**config.mk**
```make
export PLATFORM = sky130hd
export DESIGN_NAME = nonrestoring_divider
export DESIGN_NICKNAME = d
export VERILOG_FILES = /design/src/rtl/divider_pkg.sv /design/src/rtl/divider_control_unit.sv /design/src/rtl/nonrestoring_divider.sv
export SDC_FILE = /design/constraint.sdc
export NUM_CORES = 1
export LEC_CHECK = 0
export CELL_PAD_IN_SITES_DETAIL_PLACEMENT = 1
export CELL_PAD_IN_SITES_GLOBAL_PLACEMENT = 1
export CORE_MARGIN = 2
export CORE_UTILIZATION = 39
export DETAILED_ROUTE_END_ITERATION = 10
export MAX_ROUTING_LAYER = met4
export PLACE_DENSITY = 0.83
export SYNTH_ARGS = -nofsm -noshare
export SYNTH_HDL_FRONTEND = slang
export SYNTH_SLANG_ARGS = --single-unit
```
**constraint.sdc**
```tcl
create_clock -name clk -period 2.8 [get_ports clk]
set_clock_uncertainty 0.15 [all_clocks]
set_input_delay 0.56 -clock clk [delete_from_list [all_inputs] [get_ports clk]]
set_output_delay 0.56 -clock clk [all_outputs]
set_load 0.01 [all_outputs]
```
**src/rtl/divider_pkg.sv**
```systemverilog
// Shared definitions for the non-restoring divider: FSM encoding, default
// operand width and the bit positions of the control strobes.
package divider_pkg;

    localparam int DEF_WIDTH = 8;

    typedef enum logic [2:0] {
        IDLE    = 3'd0,
        LOAD    = 3'd1,
        CHECK   = 3'd2,
        ITER    = 3'd3,
        CORRECT = 3'd4,
        DONE    = 3'd5
    } state_t;

    localparam int S_LOAD      = 0;
    localparam int S_CHECK     = 1;
    localparam int S_SHIFT_SUB = 2;
    localparam int S_SHIFT_ADD = 3;
    localparam int S_CORRECT   = 4;
    localparam int S_OUT       = 5;
    localparam int NUM_STROBES = 6;

endpackage

```
**src/rtl/divider_control_unit.sv**
```systemverilog
// Sequencer for the non-restoring divider: walks LOAD/CHECK/ITER/CORRECT/DONE
// and emits one-hot strobes that steer the datapath in the top level.
module divider_control_unit
    import divider_pkg::*;
(
    input  logic clk,
    input  logic rst_b,
    input  logic bgn,
    input  logic a_sign,
    input  logic m_zero,
    input  logic last_iter,
    output logic c_load,
    output logic c_check,
    output logic c_shift_sub,
    output logic c_shift_add,
    output logic c_correct,
    output logic c_out,
    output logic done,
    output logic busy
);

    state_t                 state;
    state_t                 state_nxt;
    logic [NUM_STROBES-1:0] strobe;

    always_ff @(posedge clk or negedge rst_b) begin
        if (!rst_b) state <= IDLE;
        else        state <= state_nxt;
    end

    always_comb begin
        state_nxt = state;
        strobe    = '0;
        case (state)
            IDLE:    if (bgn) state_nxt = LOAD;
            LOAD: begin
                strobe[S_LOAD] = 1'b1;
                state_nxt      = CHECK;
            end
            CHECK: begin
                strobe[S_CHECK] = 1'b1;
                state_nxt       = m_zero ? DONE : ITER;
            end
            ITER: begin
                // the sign of the current partial remainder picks add vs subtract
                if (a_sign) strobe[S_SHIFT_ADD] = 1'b1;
                else        strobe[S_SHIFT_SUB] = 1'b1;
                if (last_iter) state_nxt = CORRECT;
            end
            CORRECT: begin
                strobe[S_CORRECT] = 1'b1;
                state_nxt         = DONE;
            end
            DONE: begin
                strobe[S_OUT] = 1'b1;
                state_nxt     = IDLE;
            end
            default: state_nxt = IDLE;
        endcase
    end

    assign c_load      = strobe[S_LOAD];
    assign c_check     = strobe[S_CHECK];
    assign c_shift_sub = strobe[S_SHIFT_SUB];
    assign c_shift_add = strobe[S_SHIFT_ADD];
    assign c_correct   = strobe[S_CORRECT];
    assign c_out       = strobe[S_OUT];
    assign done        = (state == DONE);
    assign busy        = (state != IDLE);

endmodule

```
**src/rtl/nonrestoring_divider.sv**
```systemverilog
// Unsigned sequential divider, one quotient bit per clock (non-restoring).
// Holds the A/Q/M datapath and the registered results; sequencing lives in the control unit.
module nonrestoring_divider
    import divider_pkg::*;
#(
    parameter int WIDTH = DEF_WIDTH
) (
    input  logic             clk,
    input  logic             rst_b,
    input  logic             bgn,
    input  logic [WIDTH-1:0] dividend,
    input  logic [WIDTH-1:0] divisor,
    output logic [WIDTH-1:0] quotient,
    output logic [WIDTH-1:0] remainder,
    output logic             busy,
    output logic             done,
    output logic             div_by_zero
);

    localparam int CNT_W = $clog2(WIDTH + 1);

    logic [WIDTH:0]   a;
    logic [WIDTH-1:0] q;
    logic [WIDTH:0]   m;
    logic [CNT_W-1:0] cnt;

    logic c_load, c_check, c_shift_sub, c_shift_add, c_correct, c_out;
    logic a_sign, m_zero, last_iter;

    logic [WIDTH:0] a_sh;
    logic [WIDTH:0] a_nxt;
    logic [WIDTH:0] a_fix;

    assign a_sign    = a[WIDTH];
    assign m_zero    = (m == '0);
    assign last_iter = (cnt == CNT_W'(WIDTH - 1));

    // arithmetic is WIDTH+1 bits and wraps, so the sign bit falls out naturally
    assign a_sh  = {a[WIDTH-1:0], q[WIDTH-1]};
    assign a_nxt = c_shift_add ? (a_sh + m) : (a_sh - m);
    assign a_fix = a_sign ? (a + m) : a;

    divider_control_unit u_ctrl (
        .clk         (clk),
        .rst_b       (rst_b),
        .bgn         (bgn),
        .a_sign      (a_sign),
        .m_zero      (m_zero),
        .last_iter   (last_iter),
        .c_load      (c_load),
        .c_check     (c_check),
        .c_shift_sub (c_shift_sub),
        .c_shift_add (c_shift_add),
        .c_correct   (c_correct),
        .c_out       (c_out),
        .done        (done),
        .busy        (busy)
    );

    always_ff @(posedge clk or negedge rst_b) begin
        if (!rst_b) begin
            a   <= '0;
            q   <= '0;
            m   <= '0;
            cnt <= '0;
        end else if (c_load) begin
            a   <= '0;
            q   <= dividend;
            m   <= {1'b0, divisor};
            cnt <= '0;
        end else if (c_shift_sub || c_shift_add) begin
            a   <= a_nxt;
            q   <= {q[WIDTH-2:0], ~a_nxt[WIDTH]};
            cnt <= cnt + 1'b1;
        end else if (c_correct) begin
            a <= a_fix;
        end else if (c_out) begin
            cnt <= '0;
        end
    end

    always_ff @(posedge clk or negedge rst_b) begin
        if (!rst_b) begin
            quotient    <= '0;
            remainder   <= '0;
            div_by_zero <= 1'b0;
        end else if (c_load) begin
            div_by_zero <= 1'b0;
        end else if (c_check && m_zero) begin
            div_by_zero <= 1'b1;
            quotient    <= '1;
            remainder   <= q;
        end else if (c_correct) begin
            quotient    <= q;
            remainder   <= a_fix[WIDTH-1:0];
        end
    end

endmodule

```
## Word level (Yosys, flattened, before mapping)

Index checks and enable logic that the tools add are counted.

| storage, ports and cells | value |
|---|---|
| output and inout bits | 19 |
| word-level logic and storage cells | 64 |
| register bits | 49 |

| cells by class | value |
|---|---|
| add/subtract/negate cells | 4 |
| bitwise operators | 2 |
| mux-type cells | 28 |
| eq/ne operators | 9 |
| reduce and logical (&&, ||, !) cells | 13 |

Operator list:

| cell | count |
|---|---|
| two-way mux 8 bit | 6 |
| two-way mux 9 bit | 5 |
| adder 9 x 8 -> 9 bit | 2 |
| two-way mux 4 bit | 4 |
| one-hot mux 3 bit (5 select lines) | 1 |
| logical NOT 9 bit | 1 |
| two-way mux 3 bit | 3 |
| nonzero test 3 bit | 3 |
| subtractor 9 x 8 -> 9 bit | 1 |
| two-way mux 1 bit | 8 |
| == test 3 x 2 -> 1 bit (second input constant) | 2 |
| == test 3 bit (second input constant) | 2 |
| AND reduction 2 bit | 3 |
| nonzero test 2 bit | 3 |
| adder 4 x 1 -> 4 bit (second input constant) | 1 |
| == test 4 x 3 -> 1 bit (second input constant) | 1 |
| != test 2 bit (second input constant) | 2 |
| == test 3 x 1 -> 1 bit (second input constant) | 1 |
| logical NOT 3 bit | 1 |
| != test 3 x 2 -> 1 bit (second input constant) | 1 |
| two-way mux 2 bit | 1 |
| inverter 1 bit | 2 |
| logical AND 1 bit | 1 |
| logical OR 1 bit | 1 |

## Longest topological paths before layout

| logic depth | value |
|---|---|
| word-level depth | 6 |
| depth in mapped cells | 12 |
| depth with buffers taken out | 11 |

## Cells and area by module

From an unflattened synthesis, not the netlist that was laid out.

| second synthesis, totals | value |
|---|---|
| cell total of the unflattened synthesis | 344 |
| area total of the unflattened synthesis | 3259.4 sq um |

By module, submodules not included:

| module | sequential area each (sq um) | cells an instance | area an instance (sq um) | times used |
|---|---|---|---|---|
| nonrestoring_divider | 1151.1 | 321 | 3037.9 | 1 |
| divider_control_unit | 75.1 | 23 | 221.5 | 1 |

## Least setup slack after synthesis

Ideal clock, no wire load.

| path | value |
|---|---|
| path kind | register to register |
| start point | register u_ctrl.state[2] |
| end point | register a[8] |
| data arrival time | 2.409 ns |
| path slack | 0.113 ns |
| setup time | 0.128 ns |
| period minus slack after synthesis | 2.687 ns |
| data required time | 2.522 ns |
| cell stages (with the launch flop) | 13 |
| path through | dfrtp_1 > buf_2 > inv_1 > buf_2 > nand3_1 > nand2_1 > o21ai_0 > fa_1 > a21oi_1 > o211ai_1 > o41ai_2 > xnor2_1 > o22ai_2 |

| between the ends | value |
|---|---|
| word-level cells in the longest chain between the ends | 5 |
| elaborated cells between the ends (all ways) | 11 |
| those cells by class | eq/ne (3); mux (6); reduce/logical (2) |

Ends and longest elaborated chain:

| item | RTL line | RTL |
|---|---|---|
| start: declaration | divider_control_unit.sv:22 | `state_t state;` |
| start signal: assignment | divider_control_unit.sv:28 | `else state <= state_nxt;` |
| == test 3 x 2 -> 1 bit | divider_control_unit.sv:34 | `case (state)` |
| two-way mux 2 bit | divider_control_unit.sv:34 |  |
| two-way mux 9 bit or logical OR 1 bit (tied branches) | nonrestoring_divider.sv:40, nonrestoring_divider.sv:71 |  |
| two-way mux 9 bit | nonrestoring_divider.sv:71 | `end else if (c_shift_sub \|\| c_shift_add) begin` |
| two-way mux 9 bit | nonrestoring_divider.sv:66 | `end else if (c_load) begin` |
| end signal: assignment | nonrestoring_divider.sv:72 | `a <= a_nxt;` |
| end signal: assignment | nonrestoring_divider.sv:76 | `a <= a_fix;` |
| end: declaration | nonrestoring_divider.sv:22 | `logic [WIDTH:0] a;` |

Parallel ways exist; a longest one is shown, timed or not.
A chain may end at the register's enable or synchronous reset.

## Final worst setup path

| path | value |
|---|---|
| start point | register m[3] |
| end point | register q[0] |

| between the ends | value |
|---|---|
| word-level cells in the longest chain between the ends | 5 |
| elaborated cells between the ends (all ways) | 6 |
| those cells by class | add/sub (2); mux (3); bitwise (1) |

Ends and longest elaborated chain:

| item | RTL line | RTL |
|---|---|---|
| start: declaration | nonrestoring_divider.sv:24 | `logic [WIDTH:0] m;` |
| start signal: assignment | nonrestoring_divider.sv:69 | `m <= {1'b0, divisor};` |
| subtractor 9 x 8 -> 9 bit or adder 9 x 8 -> 9 bit (tied branches) | nonrestoring_divider.sv:40 | `assign a_nxt = c_shift_add ? (a_sh + m) : (a_sh - m);` |
| two-way mux 9 bit (*) | nonrestoring_divider.sv:40 |  |
| inverter 1 bit (*) | nonrestoring_divider.sv:73 | `q <= {q[WIDTH-2:0], ~a_nxt[WIDTH]};` |
| two-way mux 8 bit (*) | nonrestoring_divider.sv:71 |  |
| two-way mux 8 bit (*) | nonrestoring_divider.sv:66 |  |
| end signal: assignment | nonrestoring_divider.sv:68 | `q <= dividend;` |
| end signal: assignment | nonrestoring_divider.sv:73 |  |
| end: declaration | nonrestoring_divider.sv:23 | `logic [WIDTH-1:0] q;` |

Every way passes the cells marked *; elsewhere a longest branch is shown, timed or not. The select of a mux whose other input is x is not followed.

==> impl_results.md <==
- Initial antenna violation count: 0
- Max layer used: met4
- CP dominant cell by count: nand3_1
- Hold_ws: 104.6 ps
- Clock transition at the registers of the reported paths: 100 ps
- Final min period: 2709 ps
- I/O pin cnt: 38
- Placed Cells: 487
- Wire per inst: 19.35 um
- Layout cell share with drive strength beyond 1: 0.1500
- Crit Path Category: reg -> reg
- Type of the tightest min-delay check: in -> async
- Number of synthesized flops with an enable pin: 0
- Cell Area, Placed: 0.003711 mm^2
- Cell Count, Final, Fillers Out: 502
- Worst-Skew Late Latency: 310 ps
- Largest net degree at the start of global routing: 27
- Setup WS post-layout: 90.79 ps
- Xor and xnor fraction of the mapped netlist area: 0.04671
- Reg2Reg Depth: 11
- Largest family of logic cells by synthesized area: compound AO/OA/AOI/OAI gates
- IO buf count: 37
- R2r startpoint: m[3]$_DFFE_PN0P_
- Ys flop type: dfrtp_1
- Vias: 2921
- Mux cell area share after synthesis: 0.05305
- Final-stage net count: 439
- Core ar.: 0.007807 mm^2
- Slew @ Worst Pin: 622.2 ps
- R2R Setup Slk: 90 ps
- DR vias/cell: 5.819
- Simple-gate share of the synthesized area: 0.1754
- FF+latch count, synth: 49
- Largest stage delay, worst path: 470 ps
- Pwr Total: 0.005980 W
- GRT Util Overall: 0.2317
- Pwr/cell area: 1529 mW/mm^2
- Synth Area in Compound Gates: 0.2051
- Root Buffer: clkbuf_8
- Vias in the first global route: 2992
- Buf/Inv on CP: 1
- Post-Place Worst Slack: -27.31 ps
- Post-synthesis async set-or-reset flop share: 1.000
- Clk buf depth: 2
- Post-Synth Adder-Cell Area: 0.08789
- CP Capture Type: flop
- Ranking of synthesized cells by area: dfrtp_1 (39%), ha_1 (7.5%), a21oi_1 (6.7%)
- Hpwl dp: 6805 um
- Post-synth top area share: 0.3880
- DR iter-0 viols: 129
- GPL Wtd Cong: 0.8560
- Fmax: 369.1 MHz
- Worst slew margin: 0.5852
- Post-CTS Hold Fix Bufs: 0
- Netlist area before placement: 0.003161 mm^2
- Gr ovfl total: 0
- Most frequent cells in the layout: dfrtp_1 (48), a21oi_1 (40), clkdlybuf4s50_1 (36)
- Max_cap viols: 0
- Iteration count of the initial detailed-routing pass: 4
- Die width: 94.02 um
- Total CTS buffers: 5
- WL final: 9712 um
- Hold Vio Cnt, Final: 0
- First-pass GRT wire length: 15300 um
- Most common cell after layout, fill and taps aside: dfrtp_1
- Die height: 94.02 um
- Cell taking the most area after synthesis: dfrtp_1
- Crit-path leading delay family: simple AND/OR/NAND/NOR gates
- Synthesized Nets: 388
- Worst Path Required: 2900 ps
- Critical path origin: m[3]$_DFFE_PN0P_
- Fill cells: 897
- DRC violations left: 0
- Row count: 32
- VDD IR max: 0.0006342 V
- Layout Cell Area excl Fill: 0.003910 mm^2
- Routed length on met1: 4191 um
- H-tree depth: 2
- Crit path depth: 11
- Yosys warns: 0
- TritonCTS clock tree: yes
- Met3 routed WL: 394 um
- Max Slew Vio Count: 0
- Status: complete, no violations
- Final setup fails: 0
- Arrival @ worst endpoint: 2810 ps
- Worst Path Max Fanout: 5
- Met2 wire length: 4775 um
- P&R area growth vs syn: 23.71%
- Register area share after synthesis: 0.3880
- Synth Area per Inst: 9.082 um^2
- Crit start category: flop
- Initial Util: 0.4048
- Crit-path cells: nor3_2 > nand3_1 > nand2_1 > xnor2_1 > ha_1 > nand3_1 > o211ai_1 > o41ai_2 > buf_4 > or3_1 > nand3_1
- Final period util: 0.9676
- Die area: 0.008840 mm^2
- Clock Sink Count: 49
- Number of diodes: 0
- Leak: 1.697 nW
- Slowest-stage cell, CP: dfrtp_2
- Routed Antenna Nets: 0
- Post-synthesis cell type count: 55
- Cells after Synth: 348
worst reg2reg max path, cell delays in order, from the launching register on:
cell	delay, ps
dfrtp_2	470
nor3_2	220
nand3_1	150
nand2_1	110
xnor2_1	70
ha_1	380
nand3_1	100
o211ai_1	320
o41ai_2	120
buf_4	150
or3_1	340
nand3_1	70
area by class of cell:
class,count,area [um^2],area share
clock buffer,5,68.82,0.01760
sequential,49,1227,0.3139
inverter,11,41.29,0.01056
clock inverter,3,21.27,0.005440
multi-input combinational,269,1851,0.4733
tap,102,127.6,0.03264
timing repair buffer,63,573.1,0.1466
power breakdown:
| part | internal, W | switching [W] |
|---|---|---|
| combinational | 0.00189 | 0.00220 |
| sequential | 0.00105 | 0.000391 |
| clock | 0.000178 | 0.000267 |
| total | 0.00312 | 0.00286 |
metal layers:
| metal | GRT usage | vias up |
|---|---|---|
| li1 | - | 1349 |
| met5 | - | - |
| met2 | 0.3869 | 94 |
| met4 | 0.09179 | 0 |
| met1 | 0.2835 | 1448 |
| met3 | 0.03371 | 30 |
stage by stage:
stage                       util  TNS, ps
after floorplan                -        0
final                     0.5008        0
after CTS                 0.4878        0
after detailed placement  0.4753   -27.31
after global placement    0.4753        0
after global routing      0.5008   -21.01
logic make-up (layout without fill, tap and decap cells):
logic type	after synthesis	count (layout)
compound gates	106	106
xor+xnor	16	16
fa+ha+maj	21	21
buf+inv	30	82
flops	49	49
mux	16	16
simple gates	110	110
path summary, 6_finish.rpt:
check,end
max,q[0]$_DFFE_PN0P_
min,cnt[3]$_DFFE_PN0P_
max reg2reg,q[0]$_DFFE_PN0P_
min reg2reg,quotient[7]$_DFFE_PN0P_
max in group asynchronous,q[7]$_DFFE_PN0P_
min in group clk,quotient[7]$_DFFE_PN0P_
cell usage after synthesis (3+ instances only):
| master | n |
|---|---|
| dfrtp_1 | 49 |
| a21oi_1 | 42 |
| nand2_1 | 35 |
| nor2_1 | 27 |
| o21ai_0 | 23 |
| ha_1 | 19 |
| nand3_1 | 16 |
| inv_1 | 10 |
| mux2i_1 | 10 |
| clkbuf_1 | 9 |
| xnor2_1 | 9 |
| or3_1 | 8 |
| buf_2 | 6 |
| mux2_2 | 6 |
| xor2_1 | 6 |
| o31ai_1 | 5 |
| a21o_1 | 4 |
| nor3_1 | 4 |
| o21ai_1 | 4 |
| a211oi_1 | 3 |
| a22o_1 | 3 |
| a31oi_1 | 3 |
| nand2b_1 | 3 |
| o21bai_1 | 3 |
timing repair:
item / 4_1_cts / 5_1_grt
pin swaps: 0 / 10
gates resized for setup: 1 / 14
setup endpoints to repair: 1 / 5
buffers inserted: 0 / 7
state kept, by name (all words and copies together) (netlist names):
name	flops
a	9
m	8
q	8
quotient	8
remainder	8
cnt	4
u_ctrl.state	3
div_by_zero	1
Note: power is estimated with default switching activity, not from simulation.
